File: config.mk
export PLATFORM = sky130hd
export DESIGN_NAME = iiitb_rv32i_mem_arbiter_flat
export DESIGN_NICKNAME = d
export VERILOG_FILES = /design/src/rtl/iiitb_rv32i_mem_arbiter_if.sv /design/src/rtl/iiitb_rv32i_mem_arbiter.sv /design/src/flat_wrapper.sv
export SDC_FILE = /design/constraint.sdc
export NUM_CORES = 1
export LEC_CHECK = 0
export CAP_MARGIN = 20
export CELL_PAD_IN_SITES_DETAIL_PLACEMENT = 0
export CELL_PAD_IN_SITES_GLOBAL_PLACEMENT = 2
export CORE_MARGIN = 5
export CORE_UTILIZATION = 10
export DETAILED_ROUTE_END_ITERATION = 7
export PLACE_DENSITY_LB_ADDON = 0.2
export SLEW_MARGIN = 15
export SYNTH_ARGS = -nofsm -noshare
export SYNTH_HDL_FRONTEND = slang
export SYNTH_SLANG_ARGS = --single-unit
File: constraint.sdc
create_clock -name clk -period 5.8 [get_ports clk]
set_clock_uncertainty 0.1 [all_clocks]
set_input_delay 0.87 -clock clk [delete_from_list [all_inputs] [get_ports clk]]
set_output_delay 0.87 -clock clk [all_outputs]
set_load 0.05 [all_outputs]
File: src/rtl/iiitb_rv32i_mem_arbiter_if.sv
// rtl/iiitb_rv32i_mem_arbiter_if.sv - requester, memory and status bus of the IF/D memory arbiter
interface iiitb_rv32i_mem_arbiter_if #(
  parameter int ADDR_W = 32,
  parameter int DATA_W = 32
);
  localparam int STRB_W = DATA_W / 8;

  // instruction-fetch requester
  logic              if_req;
  logic [ADDR_W-1:0] if_addr;
  logic              if_gnt;
  logic              if_rvalid;
  logic [DATA_W-1:0] if_rdata;

  // data load/store requester
  logic              d_req;
  logic              d_we;
  logic [ADDR_W-1:0] d_addr;
  logic [DATA_W-1:0] d_wdata;
  logic [STRB_W-1:0] d_wstrb;
  logic              d_gnt;
  logic              d_rvalid;
  logic [DATA_W-1:0] d_rdata;

  // unified single-port memory
  logic              mem_en;
  logic              mem_we;
  logic [ADDR_W-1:0] mem_addr;
  logic [DATA_W-1:0] mem_wdata;
  logic [STRB_W-1:0] mem_wstrb;
  logic              mem_rvalid;
  logic [DATA_W-1:0] mem_rdata;

  // status
  logic              busy;
  logic              arb_err;

  // arbiter side
  modport slave (
    input  if_req, if_addr,
    input  d_req, d_we, d_addr, d_wdata, d_wstrb,
    input  mem_rvalid, mem_rdata,
    output if_gnt, if_rvalid, if_rdata,
    output d_gnt, d_rvalid, d_rdata,
    output mem_en, mem_we, mem_addr, mem_wdata, mem_wstrb,
    output busy, arb_err
  );

  // core + memory side
  modport master (
    output if_req, if_addr,
    output d_req, d_we, d_addr, d_wdata, d_wstrb,
    output mem_rvalid, mem_rdata,
    input  if_gnt, if_rvalid, if_rdata,
    input  d_gnt, d_rvalid, d_rdata,
    input  mem_en, mem_we, mem_addr, mem_wdata, mem_wstrb,
    input  busy, arb_err
  );
endinterface

File: src/rtl/iiitb_rv32i_mem_arbiter.sv
// rtl/iiitb_rv32i_mem_arbiter.sv - D-priority IF/D arbiter for a single-port unified memory
module iiitb_rv32i_mem_arbiter #(
  parameter int ADDR_W     = 32,
  parameter int DATA_W     = 32,
  parameter int STARVE_MAX = 4
) (
  input logic                   clk,
  input logic                   RN,
  iiitb_rv32i_mem_arbiter_if.slave bus
);
  localparam int STRB_W = DATA_W / 8;
  localparam logic [3:0] STARVE_LIM = 4'(STARVE_MAX);

  typedef enum logic {IDLE = 1'b0, BUSY = 1'b1} state_t;

  state_t      state_q, state_d;
  logic        owner_if_q, owner_if_d;   // 1: IF owns the outstanding access, 0: D
  logic        txn_we_q, txn_we_d;       // outstanding access is a D write
  logic [3:0]  starve_cnt_q, starve_cnt_d;
  logic        arb_err_q, arb_err_d;

  logic        resp;
  logic        issue;
  logic        gnt_if;
  logic        gnt_d;

  logic              if_gnt_c, if_rvalid_c, d_gnt_c, d_rvalid_c;
  logic [DATA_W-1:0] if_rdata_c, d_rdata_c, mem_wdata_c;
  logic              mem_en_c, mem_we_c, busy_c, arb_err_c;
  logic [ADDR_W-1:0] mem_addr_c;
  logic [STRB_W-1:0] mem_wstrb_c;

  // Arbitration and next-state: issue while idle or in the response cycle, D wins unless IF is starved
  always_comb begin
    state_d      = state_q;
    owner_if_d   = owner_if_q;
    txn_we_d     = txn_we_q;
    starve_cnt_d = starve_cnt_q;
    arb_err_d    = arb_err_q;

    resp   = (state_q == BUSY) && bus.mem_rvalid;
    issue  = (state_q == IDLE) || resp;
    gnt_if = issue && bus.if_req && (!bus.d_req || (starve_cnt_q >= STARVE_LIM));
    gnt_d  = issue && bus.d_req && !gnt_if;

    if (gnt_if || gnt_d) begin
      state_d    = BUSY;
      owner_if_d = gnt_if;
      txn_we_d   = gnt_d && bus.d_we;
    end else if (resp) begin
      state_d = IDLE;
    end

    // gnt_d with if_req high means IF lost a contested arbitration
    if (gnt_if) begin
      starve_cnt_d = 4'd0;
    end else if (gnt_d && bus.if_req && (starve_cnt_q != 4'hF)) begin
      starve_cnt_d = starve_cnt_q + 4'd1;
    end

    // a response with nothing outstanding is dropped and remembered
    if ((state_q == IDLE) && bus.mem_rvalid) begin
      arb_err_d = 1'b1;
    end
  end

  // State registers with synchronous active-high reset
  always_ff @(posedge clk) begin
    if (RN) begin
      state_q      <= IDLE;
      owner_if_q   <= 1'b0;
      txn_we_q     <= 1'b0;
      starve_cnt_q <= 4'd0;
      arb_err_q    <= 1'b0;
    end else begin
      state_q      <= state_d;
      owner_if_q   <= owner_if_d;
      txn_we_q     <= txn_we_d;
      starve_cnt_q <= starve_cnt_d;
      arb_err_q    <= arb_err_d;
    end
  end

  // Output muxing: memory driven from the winner, response routed to the owner, all zero in reset
  always_comb begin
    if_gnt_c    = 1'b0;
    d_gnt_c     = 1'b0;
    mem_en_c    = 1'b0;
    mem_we_c    = 1'b0;
    mem_addr_c  = '0;
    mem_wdata_c = '0;
    mem_wstrb_c = '0;
    if_rvalid_c = 1'b0;
    if_rdata_c  = '0;
    d_rvalid_c  = 1'b0;
    d_rdata_c   = '0;
    busy_c      = 1'b0;
    arb_err_c   = 1'b0;

    if (!RN) begin
      if_gnt_c = gnt_if;
      d_gnt_c  = gnt_d;
      mem_en_c = gnt_if || gnt_d;
      if (gnt_d) begin
        mem_we_c    = bus.d_we;
        mem_addr_c  = bus.d_addr;
        mem_wdata_c = bus.d_wdata;
        mem_wstrb_c = bus.d_wstrb;
      end else if (gnt_if) begin
        mem_addr_c  = bus.if_addr;
      end

      if_rvalid_c = resp && owner_if_q;
      d_rvalid_c  = resp && !owner_if_q;
      if (if_rvalid_c) begin
        if_rdata_c = bus.mem_rdata;
      end
      // a write acknowledge never carries data back
      if (d_rvalid_c && !txn_we_q) begin
        d_rdata_c = bus.mem_rdata;
      end

      busy_c    = (state_q == BUSY);
      arb_err_c = arb_err_q;
    end
  end

  assign bus.if_gnt    = if_gnt_c;
  assign bus.if_rvalid = if_rvalid_c;
  assign bus.if_rdata  = if_rdata_c;
  assign bus.d_gnt     = d_gnt_c;
  assign bus.d_rvalid  = d_rvalid_c;
  assign bus.d_rdata   = d_rdata_c;
  assign bus.mem_en    = mem_en_c;
  assign bus.mem_we    = mem_we_c;
  assign bus.mem_addr  = mem_addr_c;
  assign bus.mem_wdata = mem_wdata_c;
  assign bus.mem_wstrb = mem_wstrb_c;
  assign bus.busy      = busy_c;
  assign bus.arb_err   = arb_err_c;
endmodule

File: src/flat_wrapper.sv
// flat-port wrapper written by rule: the top's interface ports become plain ports
module iiitb_rv32i_mem_arbiter_flat 
#(
  parameter int ADDR_W     = 32,
  parameter int DATA_W     = 32,
  parameter int STARVE_MAX = 4
)
  (clk, RN, bus_if_req, bus_if_addr, bus_d_req, bus_d_we, bus_d_addr, bus_d_wdata, bus_d_wstrb, bus_mem_rvalid, bus_mem_rdata, bus_if_gnt, bus_if_rvalid, bus_if_rdata, bus_d_gnt, bus_d_rvalid, bus_d_rdata, bus_mem_en, bus_mem_we, bus_mem_addr, bus_mem_wdata, bus_mem_wstrb, bus_busy, bus_arb_err);
  iiitb_rv32i_mem_arbiter_if #(.ADDR_W(ADDR_W), .DATA_W(DATA_W)) bus_i ();
  input logic clk;
  input logic RN;
  input wire logic [$bits(bus_i.if_req)-1:0] bus_if_req;
  input wire logic [$bits(bus_i.if_addr)-1:0] bus_if_addr;
  input wire logic [$bits(bus_i.d_req)-1:0] bus_d_req;
  input wire logic [$bits(bus_i.d_we)-1:0] bus_d_we;
  input wire logic [$bits(bus_i.d_addr)-1:0] bus_d_addr;
  input wire logic [$bits(bus_i.d_wdata)-1:0] bus_d_wdata;
  input wire logic [$bits(bus_i.d_wstrb)-1:0] bus_d_wstrb;
  input wire logic [$bits(bus_i.mem_rvalid)-1:0] bus_mem_rvalid;
  input wire logic [$bits(bus_i.mem_rdata)-1:0] bus_mem_rdata;
  output wire logic [$bits(bus_i.if_gnt)-1:0] bus_if_gnt;
  output wire logic [$bits(bus_i.if_rvalid)-1:0] bus_if_rvalid;
  output wire logic [$bits(bus_i.if_rdata)-1:0] bus_if_rdata;
  output wire logic [$bits(bus_i.d_gnt)-1:0] bus_d_gnt;
  output wire logic [$bits(bus_i.d_rvalid)-1:0] bus_d_rvalid;
  output wire logic [$bits(bus_i.d_rdata)-1:0] bus_d_rdata;
  output wire logic [$bits(bus_i.mem_en)-1:0] bus_mem_en;
  output wire logic [$bits(bus_i.mem_we)-1:0] bus_mem_we;
  output wire logic [$bits(bus_i.mem_addr)-1:0] bus_mem_addr;
  output wire logic [$bits(bus_i.mem_wdata)-1:0] bus_mem_wdata;
  output wire logic [$bits(bus_i.mem_wstrb)-1:0] bus_mem_wstrb;
  output wire logic [$bits(bus_i.busy)-1:0] bus_busy;
  output wire logic [$bits(bus_i.arb_err)-1:0] bus_arb_err;
  assign bus_i.if_req = bus_if_req;
  assign bus_i.if_addr = bus_if_addr;
  assign bus_i.d_req = bus_d_req;
  assign bus_i.d_we = bus_d_we;
  assign bus_i.d_addr = bus_d_addr;
  assign bus_i.d_wdata = bus_d_wdata;
  assign bus_i.d_wstrb = bus_d_wstrb;
  assign bus_i.mem_rvalid = bus_mem_rvalid;
  assign bus_i.mem_rdata = bus_mem_rdata;
  assign bus_if_gnt = bus_i.if_gnt;
  assign bus_if_rvalid = bus_i.if_rvalid;
  assign bus_if_rdata = bus_i.if_rdata;
  assign bus_d_gnt = bus_i.d_gnt;
  assign bus_d_rvalid = bus_i.d_rvalid;
  assign bus_d_rdata = bus_i.d_rdata;
  assign bus_mem_en = bus_i.mem_en;
  assign bus_mem_we = bus_i.mem_we;
  assign bus_mem_addr = bus_i.mem_addr;
  assign bus_mem_wdata = bus_i.mem_wdata;
  assign bus_mem_wstrb = bus_i.mem_wstrb;
  assign bus_busy = bus_i.busy;
  assign bus_arb_err = bus_i.arb_err;
  iiitb_rv32i_mem_arbiter #(.ADDR_W(ADDR_W), .DATA_W(DATA_W), .STARVE_MAX(STARVE_MAX)) u_core (.clk(clk), .RN(RN), .bus(bus_i));
endmodule
======== Word-level counts from Yosys, hierarchy flattened ========
Cells that the tools add are included.
storage, ports and cells
  output and inout port bits .............. 140
  bits of input ports ..................... 138
  flip-flop bits (word level) ............. 8
operators by class
  eq/ne operators ......................... 1
  bitwise logic cells ..................... 1
  reduce and logical (&&, ||, !) cells .... 21
  muxes and demuxes ....................... 22
  magnitude comparators ................... 1
  add/subtract/negate cells ............... 1
operators with widths
  cell                                                                   count
  32-bit two-way mux                                                     9
  1-bit logical AND                                                      12
  1-bit two-way mux                                                      11
  4-bit two-way mux                                                      2
  4-bit by 1-bit adder with 4-bit output, second input constant          1
  4-bit by 3-bit >= comparator with 1-bit output, second input constant  1
  1-bit logical NOT                                                      4
  4-bit inequality test, second input constant                           1
  1-bit logical OR                                                       3
  2-bit nonzero test                                                     1
  2-bit OR reduction                                                     1
  1-bit inverter                                                         1

======== Longest topological paths before layout ========
  word-level depth ........................ 8
  mapped depth ............................ 7
  depth with buffers taken out ............ 4

======== Least setup slack after synthesis ========
Ideal clock, no wire load.
  kind .................................... input -> output
  start ................................... input RN
  end ..................................... output bus_if_rdata[22]
  path slack .............................. 1.803 ns
  data arrival time ....................... 3.027 ns
  data required time ...................... 4.830 ns
  stages on the path ...................... 4
  cells stage by stage .................... nor2b_1 -> and3_1 -> clkbuf_1 -> and2_1
on the way
  word-level cells in the longest chain between the ends .. 1
ends and longest elaborated chain
  element             line                            source
  start: declaration  flat_wrapper.sv:11              input logic RN;
  32-bit two-way mux  iiitb_rv32i_mem_arbiter.sv:100  if (!RN) begin
  end: declaration    flat_wrapper.sv:23              output wire logic [$bits(bus_i.if_rdata)-1:0] bus_if_rdata;
No other way between the ends.

======== Final worst setup path ========
  start ................................... input bus_mem_rvalid
  end ..................................... output bus_mem_addr[31]
on the way
  word-level cells in the longest chain between the ends .. 8
ends and longest elaborated chain
  element                         line                            source
  start: declaration              flat_wrapper.sv:19              input wire logic [$bits(bus_i.mem_rvalid)-1:0] bus_mem_rvalid;
  1-bit logical AND (*)           iiitb_rv32i_mem_arbiter.sv:41   resp = (state_q == BUSY) && bus.mem_rvalid;
  1-bit logical OR (*)            iiitb_rv32i_mem_arbiter.sv:42   issue = (state_q == IDLE) || resp;
  1-bit logical AND (2 in a row)  iiitb_rv32i_mem_arbiter.sv:43   gnt_if = issue && bus.if_req && (!bus.d_req || (starve_cnt_q >= STARVE_LIM));
  1-bit logical NOT               iiitb_rv32i_mem_arbiter.sv:44   gnt_d = issue && bus.d_req && !gnt_if;
  1-bit logical AND               iiitb_rv32i_mem_arbiter.sv:44
  32-bit two-way mux (*)          iiitb_rv32i_mem_arbiter.sv:104  if (gnt_d) begin
  32-bit two-way mux (*)          iiitb_rv32i_mem_arbiter.sv:100
  end: declaration                flat_wrapper.sv:29              output wire logic [$bits(bus_i.mem_addr)-1:0] bus_mem_addr;
Every way passes the cells marked *; elsewhere a longest branch is shown, timed or not.

==> flow_metrics.env <==
export IMPL_drt_pre_antenna_iters=4
export IMPL_critical_path_required_ps=4830
export IMPL_synth_cell_types=30
export IMPL_syn2layout_area_growth_pct=181.8
export IMPL_avgSynthCellArea_um2=6.512
export IMPL_globalplace_congestion=0.7703
export IMPL_grtUsageTotal_pct=11.94
export IMPL_nFillCells=1951
export IMPL_synthCells=284
export IMPL_synth_simple_area_share_pct=51.08
export IMPL_num_vias=3167
export IMPL_setup_tns_ps=0
export IMPL_synth_xor_area_share_pct=0
export IMPL_core_area_um2=18090
export IMPL_clkTransAtPathRegs_ps=40
export IMPL_rr_startpoint="u_core.state_q"
export IMPL_synth_most_common_cell="and2_1"
export IMPL_r2r_end="u_core.starve_cnt_q[1]"
export IMPL_grt_first_pass_wirelength_um=20000
export IMPL_dp_hpwl_um=11410
export IMPL_syn_area_um2=1849
export IMPL_total_power_uw=541.9
export IMPL_rsz0062_at_grt="no"
export IMPL_crit_start="bus_mem_rvalid"
export IMPL_tightestPinTransition_ps=980.5
export IMPL_async_flop_share_pct=0
export IMPL_postRouteAntennaNets=0
export IMPL_register_area_um2=160.2
export IMPL_ctsHoldBuffers=0
export IMPL_rrSetupSlack_ps=3820
export IMPL_rows=49
export IMPL_hp_class="reg2reg"
export IMPL_hold_viol=0
export IMPL_grt_ovfl_total=0
export IMPL_portBuffers=277
export IMPL_synthTopCellsByArea="and2_1 34%, o2111ai_1 15%, nand4_1 11%"
export IMPL_wl_per_cell_um=18.14
export IMPL_min_to="u_core.arb_err_q"
export IMPL_htree_levels=1
export IMPL_cts_setup_buffers=0
export IMPL_max_slew_margin_pct=34.64
export IMPL_die_area_um2=21310
export IMPL_synth_common_cells="101 x and2_1, 37 x a21oi_1, 32 x nand4_1, 32 x o2111ai_1, 28 x clkbuf_1"
export IMPL_slew_violations=0
export IMPL_ys_ff_latch=8
export IMPL_drive_gt1_share_pct=15.38
export IMPL_grt_pass1_vias=3093
export IMPL_hp_start="u_core.arb_err_q"
export IMPL_grt_max_degree=48
export IMPL_worstPathMaxFanout=47
export IMPL_leakage_uw=0.001898
export IMPL_finalNetCount=674
export IMPL_cap_viol_max_count=0
export IMPL_synthAdderAreaFrac_pct=0.6766
export IMPL_fmax_ghz=0.2258
export IMPL_crit_slowest_cell="clkdlybuf4s50_1"
export IMPL_fin_crit_ps=4428
export IMPL_ys_flop_type="dfxtp_1"
export IMPL_route_detailed_drc=0
export IMPL_synth_edff_count=0
export IMPL_setup_ws_ps=1372
export IMPL_muxShareOfSynthArea_pct=0
export IMPL_start_util_pct=10.22
export IMPL_clock_latency_ps=230
export IMPL_die_h_um=146.0
export IMPL_cts_tree="yes"
export IMPL_ys_seq_area_share_pct=8.660
export IMPL_multiInputGateArea_um2=1516
export IMPL_crit_type="in2out"
export IMPL_peakVddDrop_v=0.00007050
export IMPL_path_cells="clkdlybuf4s50_1 > nand2b_2 > o2111ai_1 > a21oi_1 > clkdlybuf4s50_1"
export IMPL_viasPerCell=4.151
export IMPL_setup_viol=0
export IMPL_syn_num_nets=423
export IMPL_drt_iter0_markers=71
export IMPL_pre_cts_ws_ps=1363
export IMPL_yosys_warnings=0
export IMPL_status="complete, no violations"
export IMPL_power_density_nw_per_um2=104.0
export IMPL_numCtsBuffers=3
export IMPL_cpMostUsedCell="clkdlybuf4s50_1"
export IMPL_yosysTopAreaCell="and2_1"
export IMPL_setup_worst_path_end_class="output port"
export IMPL_antenna_found_initial=1
export IMPL_root_buffer="clkbuf_16"
export IMPL_wl_um=13840
export IMPL_yosysTopAreaCellShare_pct=34.17
export IMPL_synth_compound_area_share_pct=29.70
export IMPL_post_cts_resize_count=0
export IMPL_critical_path_arrival_ps=3460
export IMPL_start_kind="primary input"
export IMPL_cts_sinks=8
export IMPL_clockBufferDepth=2
export IMPL_die_width_um=146.0
export IMPL_critPathMaxStageDelay_ps=820
export IMPL_boundaryPins=278
export IMPL_rr_worst_depth=4
export IMPL_finalCritPeriodShare_pct=76.35
export IMPL_synth_top_family_by_area="simple AND/OR/NAND/NOR gates"
export IMPL_hold_path_depth=2
[kinds of logic after synthesis]
| family | after synthesis |
|---|---|
| adder cells (fa/ha/maj) | 1 |
| flip-flops | 8 |
| AO/OA/AOI/OAI | 78 |
| buffers and inverters | 44 |
| AND/OR/NAND/NOR | 153 |
[power by group]
group	switching (uW)	internal (uW)	leakage, uW
registers	1.93	57.7	0.0000655
logic	197	172	0.00180
clock network	24.8	88.7	0.0000370
[layout by cell type, fill, tap and decap left out, types with 2 or more instances in the layout]
| master | Yosys | routed |
|---|---|---|
| clkdlybuf4s50_1 | 0 | 213 |
| and2_1 | 101 | 101 |
| buf_12 | 0 | 38 |
| a21oi_1 | 37 | 37 |
| buf_4 | 4 | 35 |
| nand4_1 | 32 | 32 |
| o2111ai_1 | 32 | 32 |
| dfxtp_1 | 8 | 8 |
| nor2_1 | 6 | 5 |
| nor2b_1 | 3 | 3 |
| inv_1 | 3 | 3 |
| clkbuf_16 | 0 | 3 |
| and3_1 | 2 | 2 |
| nand3_1 | 2 | 2 |
| o21ai_0 | 2 | 2 |
| o31ai_1 | 2 | 2 |
[layout make-up]
class	count	area share (%)
Timing Repair Buffer	286	60.55
Antenna cell	1	0.04802
Multi-Input combinational cell	232	29.10
Inverter	4	0.2881
Clock buffer	3	1.441
Tap cell	229	5.498
Sequential cell	8	3.073
[stage by stage]
stage | std cells | area (um^2) | hold slack [ps] | utilization [%]
2_1_floorplan | 284 | 1849 | 326.2 | -
3_3_place_gp | 759 | 5134 | 341.8 | 28.38
3_5_place_dp | 759 | 5134 | 347.9 | 28.38
4_1_cts | 762 | 5209 | 357.7 | 28.80
5_1_grt | 763 | 5211 | 383.4 | 28.81
6_report | 763 | 5211 | 354.2 | 28.81
[worst max-delay path: cells and delay by family]
| family | cells | cell delay, ps |
|---|---|---|
| AOI/OAI and AO/OA | 2 | 410 |
| buffers and inverters | 2 | 1390 |
| and+or+nand+nor | 1 | 750 |
[worst max path at each step]
stage,cells past startpoint,to,slack [ps]
after CTS,5,bus_mem_addr[17],1350
after global routing,5,bus_mem_addr[12],1120
after floorplan,4,bus_if_rdata[22],1800
after global placement,5,bus_mem_addr[31],1380
final,5,bus_mem_addr[31],1370
after detailed placement,5,bus_mem_addr[17],1360
[sequential cells by signal, indices dropped and copies added, names as in the netlist]
| register | count |
|---|---|
| u_core.arb_err_q | 1 |
| u_core.txn_we_q | 1 |
| u_core.owner_if_q | 1 |
| u_core.starve_cnt_q | 4 |
| u_core.state_q | 1 |
[routing by layer]
metal	GRT usage, %	routed length (um)
met1	12.19	5003
met5	0	0
met2	22.75	7052
met3	5.045	1608
met4	2.352	177
Power figures use the tool's default switching activity.
